[src/rtl/source_pump_sequencer.sv]
// Source inlet dispense sequencer: opens the inlet valve, runs a three-valve
// peristaltic pump for a requested number of strokes, then closes the inlet.
// Optional feature macro: PUMP_REVERSE_EN adds a 'dir' input that runs the
// six-phase pump sequence in reverse when sampled high on an accepted start.
module source_pump_sequencer #(
    parameter int unsigned PHASE_TICKS  = 4,
    parameter int unsigned SETTLE_TICKS = 2
) (
    input  logic       clk,
    input  logic       rst,
    input  logic       start,
    input  logic       abort,
`ifdef PUMP_REVERSE_EN
    input  logic       dir,
`endif
    input  logic [7:0] strokes,
    output logic       inlet_valve,
    output logic [2:0] pump_valve,
    output logic       busy,
    output logic       done,
    output logic [7:0] stroke_cnt
);

    typedef enum logic [1:0] {IDLE, OPEN, PUMP, CLOSE} state_t;

    localparam logic [7:0] SETTLE_LAST = 8'(SETTLE_TICKS - 1);
    localparam logic [7:0] PHASE_LAST  = 8'(PHASE_TICKS - 1);

    state_t     state;
    logic [7:0] tick;
    logic [2:0] phase;
    logic [7:0] target;
    logic [7:0] cnt_next;
    logic       rev;
`ifdef PUMP_REVERSE_EN
    logic       dir_q;
    assign rev = dir_q;
`else
    assign rev = 1'b0;
`endif

    assign cnt_next = stroke_cnt + 8'd1;

    // Valve pattern for a phase index; reverse direction walks the table backwards.
    function automatic logic [2:0] phase_pattern(input logic [2:0] idx, input logic reverse);
        logic [2:0] i;
        i = reverse ? (3'd5 - idx) : idx;
        case (i)
            3'd0:    phase_pattern = 3'b100;
            3'd1:    phase_pattern = 3'b110;
            3'd2:    phase_pattern = 3'b010;
            3'd3:    phase_pattern = 3'b011;
            3'd4:    phase_pattern = 3'b001;
            3'd5:    phase_pattern = 3'b101;
            default: phase_pattern = 3'b000;
        endcase
    endfunction

    // Sequencer FSM with all outputs registered alongside the state.
    always_ff @(posedge clk or posedge rst) begin
        if (rst) begin
            state       <= IDLE;
            tick        <= '0;
            phase       <= '0;
            target      <= '0;
            inlet_valve <= 1'b0;
            pump_valve  <= '0;
            busy        <= 1'b0;
            done        <= 1'b0;
            stroke_cnt  <= '0;
`ifdef PUMP_REVERSE_EN
            dir_q       <= 1'b0;
`endif
        end else begin
            done <= 1'b0;
            case (state)
                IDLE: begin
                    // abort takes priority over a simultaneous start
                    if (start && !abort) begin
                        if (strokes != 8'd0) begin
                            state       <= OPEN;
                            target      <= strokes;
                            stroke_cnt  <= '0;
                            tick        <= '0;
                            phase       <= '0;
                            inlet_valve <= 1'b1;
                            busy        <= 1'b1;
`ifdef PUMP_REVERSE_EN
                            dir_q       <= dir;
`endif
                        end else begin
                            done <= 1'b1;
                        end
                    end
                end
                OPEN: begin
                    if (abort) begin
                        state       <= CLOSE;
                        tick        <= '0;
                        inlet_valve <= 1'b0;
                        pump_valve  <= '0;
                    end else if (tick == SETTLE_LAST) begin
                        state      <= PUMP;
                        tick       <= '0;
                        phase      <= '0;
                        pump_valve <= phase_pattern(3'd0, rev);
                    end else begin
                        tick <= tick + 8'd1;
                    end
                end
                PUMP: begin
                    if (abort) begin
                        state       <= CLOSE;
                        tick        <= '0;
                        phase       <= '0;
                        inlet_valve <= 1'b0;
                        pump_valve  <= '0;
                    end else if (tick == PHASE_LAST) begin
                        tick <= '0;
                        if (phase == 3'd5) begin
                            stroke_cnt <= cnt_next;
                            phase      <= '0;
                            if (cnt_next == target) begin
                                state       <= CLOSE;
                                inlet_valve <= 1'b0;
                                pump_valve  <= '0;
                            end else begin
                                pump_valve <= phase_pattern(3'd0, rev);
                            end
                        end else begin
                            phase      <= phase + 3'd1;
                            pump_valve <= phase_pattern(phase + 3'd1, rev);
                        end
                    end else begin
                        tick <= tick + 8'd1;
                    end
                end
                CLOSE: begin
                    if (tick == SETTLE_LAST) begin
                        state <= IDLE;
                        tick  <= '0;
                        busy  <= 1'b0;
                        done  <= 1'b1;
                    end else begin
                        tick <= tick + 8'd1;
                    end
                end
                default: state <= IDLE;
            endcase
        end
    end

endmodule

[config.mk]
export PLATFORM = sky130hd
export DESIGN_NAME = source_pump_sequencer
export DESIGN_NICKNAME = d
export VERILOG_FILES = /design/src/rtl/source_pump_sequencer.sv
export SDC_FILE = /design/constraint.sdc
export NUM_CORES = 1
export LEC_CHECK = 0
export CAP_MARGIN = 20
export CORE_UTILIZATION = 40
export DETAILED_ROUTE_END_ITERATION = 8
export PLACE_DENSITY_LB_ADDON = 0.25
export SYNTH_ARGS = -nofsm -noshare
export SYNTH_HDL_FRONTEND = slang
export SYNTH_SLANG_ARGS = --single-unit
export TNS_END_PERCENT = 20
[constraint.sdc]
create_clock -name clk -period 2.7 [get_ports clk]
set_input_delay 0.675 -clock clk [delete_from_list [all_inputs] [get_ports clk]]
set_output_delay 0.675 -clock clk [all_outputs]
set_load 0.1 [all_outputs]
### After elaboration in Yosys (flattened, before gate mapping)

Cells that the tools add are included.

| word-level totals | value |
|---|---|
| bits of input ports | 12 |
| output and inout port bits | 14 |
| register bits after elaboration | 35 |

| cells by class | value |
|---|---|
| reduce and logical (&&, ||, !) cells | 17 |
| add/subtract/negate cells | 3 |
| eq/ne operators | 25 |
| mux-type cells | 51 |

Operators with widths:

| operator | number |
|---|---|
| 2-to-1 mux 8 bit | 9 |
| 2-to-1 mux 3 bit | 13 |
| case mux 8 bit (4 select lines) | 1 |
| 2-to-1 mux 2 bit | 9 |
| != test 2 bit (second input constant) | 9 |
| case mux 3 bit (6 select lines) | 1 |
| adder 8 x 1 -> 8 bit (second input constant) | 2 |
| case mux 8 bit (2 select lines) | 1 |
| AND reduction 7 bit | 2 |
| != test 3 bit (second input constant) | 4 |
| AND reduction 6 bit | 2 |
| 2-to-1 mux 1 bit | 11 |
| == test 3 bit (second input constant) | 3 |
| case mux 3 bit (3 select lines) | 1 |
| == test 8 x 1 -> 1 bit (second input constant) | 1 |
| == test 8 x 2 -> 1 bit (second input constant) | 1 |
| == test 8 bit | 1 |
| case mux 2 bit (4 select lines) | 1 |
| nonzero test 8 bit | 1 |
| == test 3 x 2 -> 1 bit (second input constant) | 2 |
| case mux 3 bit (2 select lines) | 1 |
| AND reduction 3 bit | 2 |
| nonzero test 2 bit | 3 |
| == test 2 bit (second input constant) | 2 |
| other kinds (12) | 13 |

### Depth between registers and ports, before layout

| logic depth | value |
|---|---|
| depth in word-level cells | 7 |
| depth in mapped cells | 10 |
| mapped depth without buffers | 8 |

### Worst setup path before layout

OpenSTA, ideal clock, no wires.

| timing | value |
|---|---|
| path type | reg-to-reg |
| start point | reg stroke_cnt[1] |
| end point | reg state[1] |
| clock period less this slack | 2.775 ns |
| path buffers | 1 |
| cell stages (with the launch flop) | 9 |
| slack | -0.075 ns |
| library setup time | 0.125 ns |
| arrival time | 2.651 ns |
| cell sequence | dfrtp_1 > ha_1 > buf_2 > nand3_1 > nor3_1 > a21oi_1 > a2111oi_4 > o21ai_1 > mux2_2 |

| between the ends | value |
|---|---|
| longest elaborated chain between the ends | 4 |

Ends and longest elaborated chain:

| item | RTL line | text |
|---|---|---|
| from (decl) | 21 | `output logic [7:0] stroke_cnt` |
| from (signal assigned) | 121 | `stroke_cnt <= cnt_next;` |
| adder 8 x 1 -> 8 bit | 42 | `assign cnt_next = stroke_cnt + 8'd1;` |
| == test 8 bit | 123 | `if (cnt_next == target) begin` |
| != test 3 bit (no line) | n/a |  |
| AND reduction 7 bit (no line) | n/a |  |
| to (signal assigned) | 62 | `state <= IDLE;` |
| to (signal assigned) | 124 | `state <= CLOSE;` |
| to (signal assigned) | 140 | `state <= IDLE;` |
| to (decl) | 29 | `state_t state;` |

Every way passes these cells.
A chain may end at the register's enable or synchronous reset.

### Worst setup path in the final report

Same ends and word-level chain as after synthesis.

==> flow_metrics.py <==
metrics = {
    "floorplan": {
        "die_height_um": 75.7,
        "initial_core_util": 0.420,
        "num_io_pins": 26,
        "design.die.area_um2": 5730,
        "core_um2": 5170,
        "rows": 26,
        "die_w_um": 75.7,
    },
    "timing": {
        "post-route-period-util": 0.896,
        "tightest_slew_ns": 0.460,
        "min_period_ns": 2.42,
        "setup_viol": 0,
        "hold_viol_final": 0,
        "rsz0062_at_grt": "false",
        "fmax_mhz": 414,
        "fin_skew_ns": 0.00728,
        "relSlewSlack": 0.693,
        "slew_violations": 0,
    },
    "critical_path": {
        "critPathBufInv": 0,
        "slowest_stage": "a2111oi_4",
        "worstRegToRegCells": 7,
        "cp_num_cells": 7,
        "regToRegEndpoint": "state[1]",
        "cp_top_family": "compound AO/OA/AOI/OAI gates",
        "worstPathCellList": "ha_1 -> nand3_1 -> nor3_1 -> a21oi_1 -> a2111oi_4 -> o21ai_1 -> mux2_2",
        "reg2reg_from": "stroke_cnt[1]",
        "critPathLaunch": "stroke_cnt[1]",
        "start_kind": "register",
        "slowest_delay_ns": 0.49,
        "r2r_slack_ns": 0.28,
        "crit_required_ns": 2.87,
        "crit_fanout": 10,
        "crit_end": "state[1]",
        "cp-end-kind": "register",
        "worstPathArrival_ns": 2.59,
        "path_class": "register to register",
    },
    "grt": {
        "grt.overflow.total": 0,
        "track_usage": 0.188,
        "grt_pass1_wl_um": 7900,
        "grt_max_degree": 36,
        "first_global_vias": 1669,
        "antenna_found_initial": 0,
    },
    "synth": {
        "synth_seq_cells": 35,
        "async_flop_share": 1.00,
        "synthFlopType": "dfrtp_1",
        "netlist_area_um2": 2170,
        "synth.avg_cell_area_um2": 9.29,
        "synth_cell_types": 45,
        "synthTopCellsByArea": "dfrtp_1 40%, mux2_2 6.2%, o21ai_0 5.5%, ha_1 4.6%, nand2_1 3.3%",
        "synth-seq-area-share": 0.403,
        "synth_top_cell_area_share": 0.403,
        "syn_nets": 254,
        "yosysTopAreaCell": "dfrtp_1",
        "yosysWarnings": 0,
        "synthCells": 234,
        "synth_edf_count": 0,
    },
    "clocking": {
        "clock_path_buffers": 2,
        "insertion_delay_ns": 0.29,
        "cts-buffers-inserted": 5,
        "clock_sinks": 35,
        "root_buffer": "clkbuf_8",
        "tritoncts": "done",
        "ctsHtreeMaxLevel": 2,
        "path_clk_slew_ns": 0.07,
        "ctsHoldBuffers": 0,
        "cts_setup_buffers": 0,
        "post_cts_resized": 0,
    },
    "detailed_routing": {
        "drtPass1Iterations": 4,
        "drt-total-wl_um": 4920,
        "postRouteAntennaNets": 0,
        "vias_per_cell": 5.55,
        "drt-wirelength-per-cell_um": 14.5,
        "drc": 0,
        "vias": 1880,
        "drt-initial-drc-count": 92,
    },
    "job": {
        "maxCapViolCount": 0,
    },
    "outcome": {
        "status": "completed",
    },
    "layout": {
        "utilization": 0.504,
        "layout-drive-gt1-share": 0.186,
        "fillCellCount": 482,
        "ff_latch_area_um2": 877,
        "syn2layout_area_growth_pct": 20.0,
        "multi_input_area_um2": 1200,
        "insertedDiodeCount": 0,
        "final_nets": 289,
    },
    "placed_design": {
        "port_buffers": 25,
        "hpwl_um": 3520,
        "gp_congestion": 0.857,
    },
    "power": {
        "p_per_area_nw_per_um2": 950,
        "totalPowerFinal_uw": 2480,
        "ir_drop_mv": 0.600,
        "p_leak_uw": 0.00111,
    },
    "worst_hold_path": {
        "hold_path_class": "register to register",
    },
}
[worst min-delay path by stage]
stage | start | endpoint | cells past startpoint
after detailed placement | pump_valve[2] | pump_valve[2] | 1
after global routing | pump_valve[2] | pump_valve[2] | 1
after global placement | pump_valve[2] | pump_valve[2] | 1
final | pump_valve[2] | pump_valve[2] | 1
after floorplan | tick[7] | tick[7] | 1
after CTS | pump_valve[2] | pump_valve[2] | 1
[cells in the final DEF, fill, tap and decap left out, types with 5 or more instances in the layout]
| master | synthesis | layout |
|---|---|---|
| o21ai_0 | 24 | 24 |
| o31ai_1 | 8 | 8 |
| clkdlybuf4s50_1 | 0 | 11 |
| nand3_1 | 7 | 7 |
| nor2_1 | 16 | 16 |
| nand4_1 | 5 | 5 |
| xnor2_1 | 6 | 6 |
| mux2_2 | 12 | 12 |
| nor3_1 | 5 | 5 |
| ha_1 | 8 | 8 |
| dfrtp_1 | 35 | 34 |
| clkbuf_8 | 0 | 5 |
| inv_1 | 12 | 12 |
| buf_4 | 0 | 28 |
| nand2_1 | 19 | 19 |
| a21oi_1 | 8 | 8 |
[cells in the mapped netlist (4+ instances only)]
cell type	instances
a21oi_1	8
nand3_1	7
inv_1	12
o31ai_1	8
nand2_1	19
nor3_1	5
ha_1	8
dfrtp_1	35
mux2_2	12
nor2_1	16
o21ai_0	24
nand4_1	5
clkbuf_1	4
buf_2	7
xnor2_1	6
[report_power, final]
group	internal (uW)	total [uW]	switching (uW)
Clock	177	360	183
Combinational	541	1330	785
Sequential	658	790	132
Total	1380	2480	1100
[flip-flops by register name (all words and copies together) (netlist names)]
signal,flops
busy,1
target,8
done,1
stroke_cnt,8
phase,3
state,2
inlet_valve,1
pump_valve,3
tick,8
[layer usage]
| layer | track usage | up-vias | part of all wire |
|---|---|---|---|
| met5 | 0 | - | 0 |
| met4 | 0.0741 | 0 | 0.019 |
| met3 | 0.0503 | 8 | 0.044 |
| met2 | 0.284 | 49 | 0.45 |
| met1 | 0.256 | 890 | 0.49 |
| li1 | - | 933 | - |
[cell type report]
cell class / instances / share of cell area
inverter: 12 / 0.0173
multi-input combinational: 176 / 0.461
timing repair buffer: 39 / 0.123
clock buffer: 7 / 0.0293
sequential: 35 / 0.336
tap: 70 / 0.0336
[cells by family after synthesis]
| logic type | after synthesis | share of synthesized area |
|---|---|---|
| xor gates and xnor gates | 8 | 0.0322 |
| muxes | 13 | 0.0668 |
| buffers and inverters | 23 | 0.0437 |
| DFF | 35 | 0.403 |
| adders and majority gates | 8 | 0.0461 |
| and+or+nand+nor | 80 | 0.201 |
| AOI/OAI and AO/OA | 67 | 0.207 |
[worst register-to-register path, delay by kind of cell, from the launching register on]
| family | cells | cell delay (ns) |
|---|---|---|
| multiplexers | 1 | 0.29 |
| AO/OA/AOI/OAI | 3 | 0.74 |
| adder cells (fa/ha/maj) | 1 | 0.38 |
| flip-flops | 1 | 0.45 |
| AND/OR/NAND/NOR | 2 | 0.44 |
[metrics by stage]
step | std cells | hold WS (ns) | setup TNS [ns] | setup slack (ns) | cell area (um2)
after floorplan | 234 | 0.474 | 0 | 0.0258 | 2170
after global placement | 332 | 0.489 | 0 | 0.0198 | 2530
after detailed placement | 332 | 0.489 | -0.0593 | -0.0189 | 2530
after CTS | 339 | 0.507 | 0 | 0.278 | 2610
after global routing | 339 | 0.526 | 0 | 0.110 | 2610
final | 339 | 0.500 | 0 | 0.282 | 2610
(Power assumes the default switching activity.)
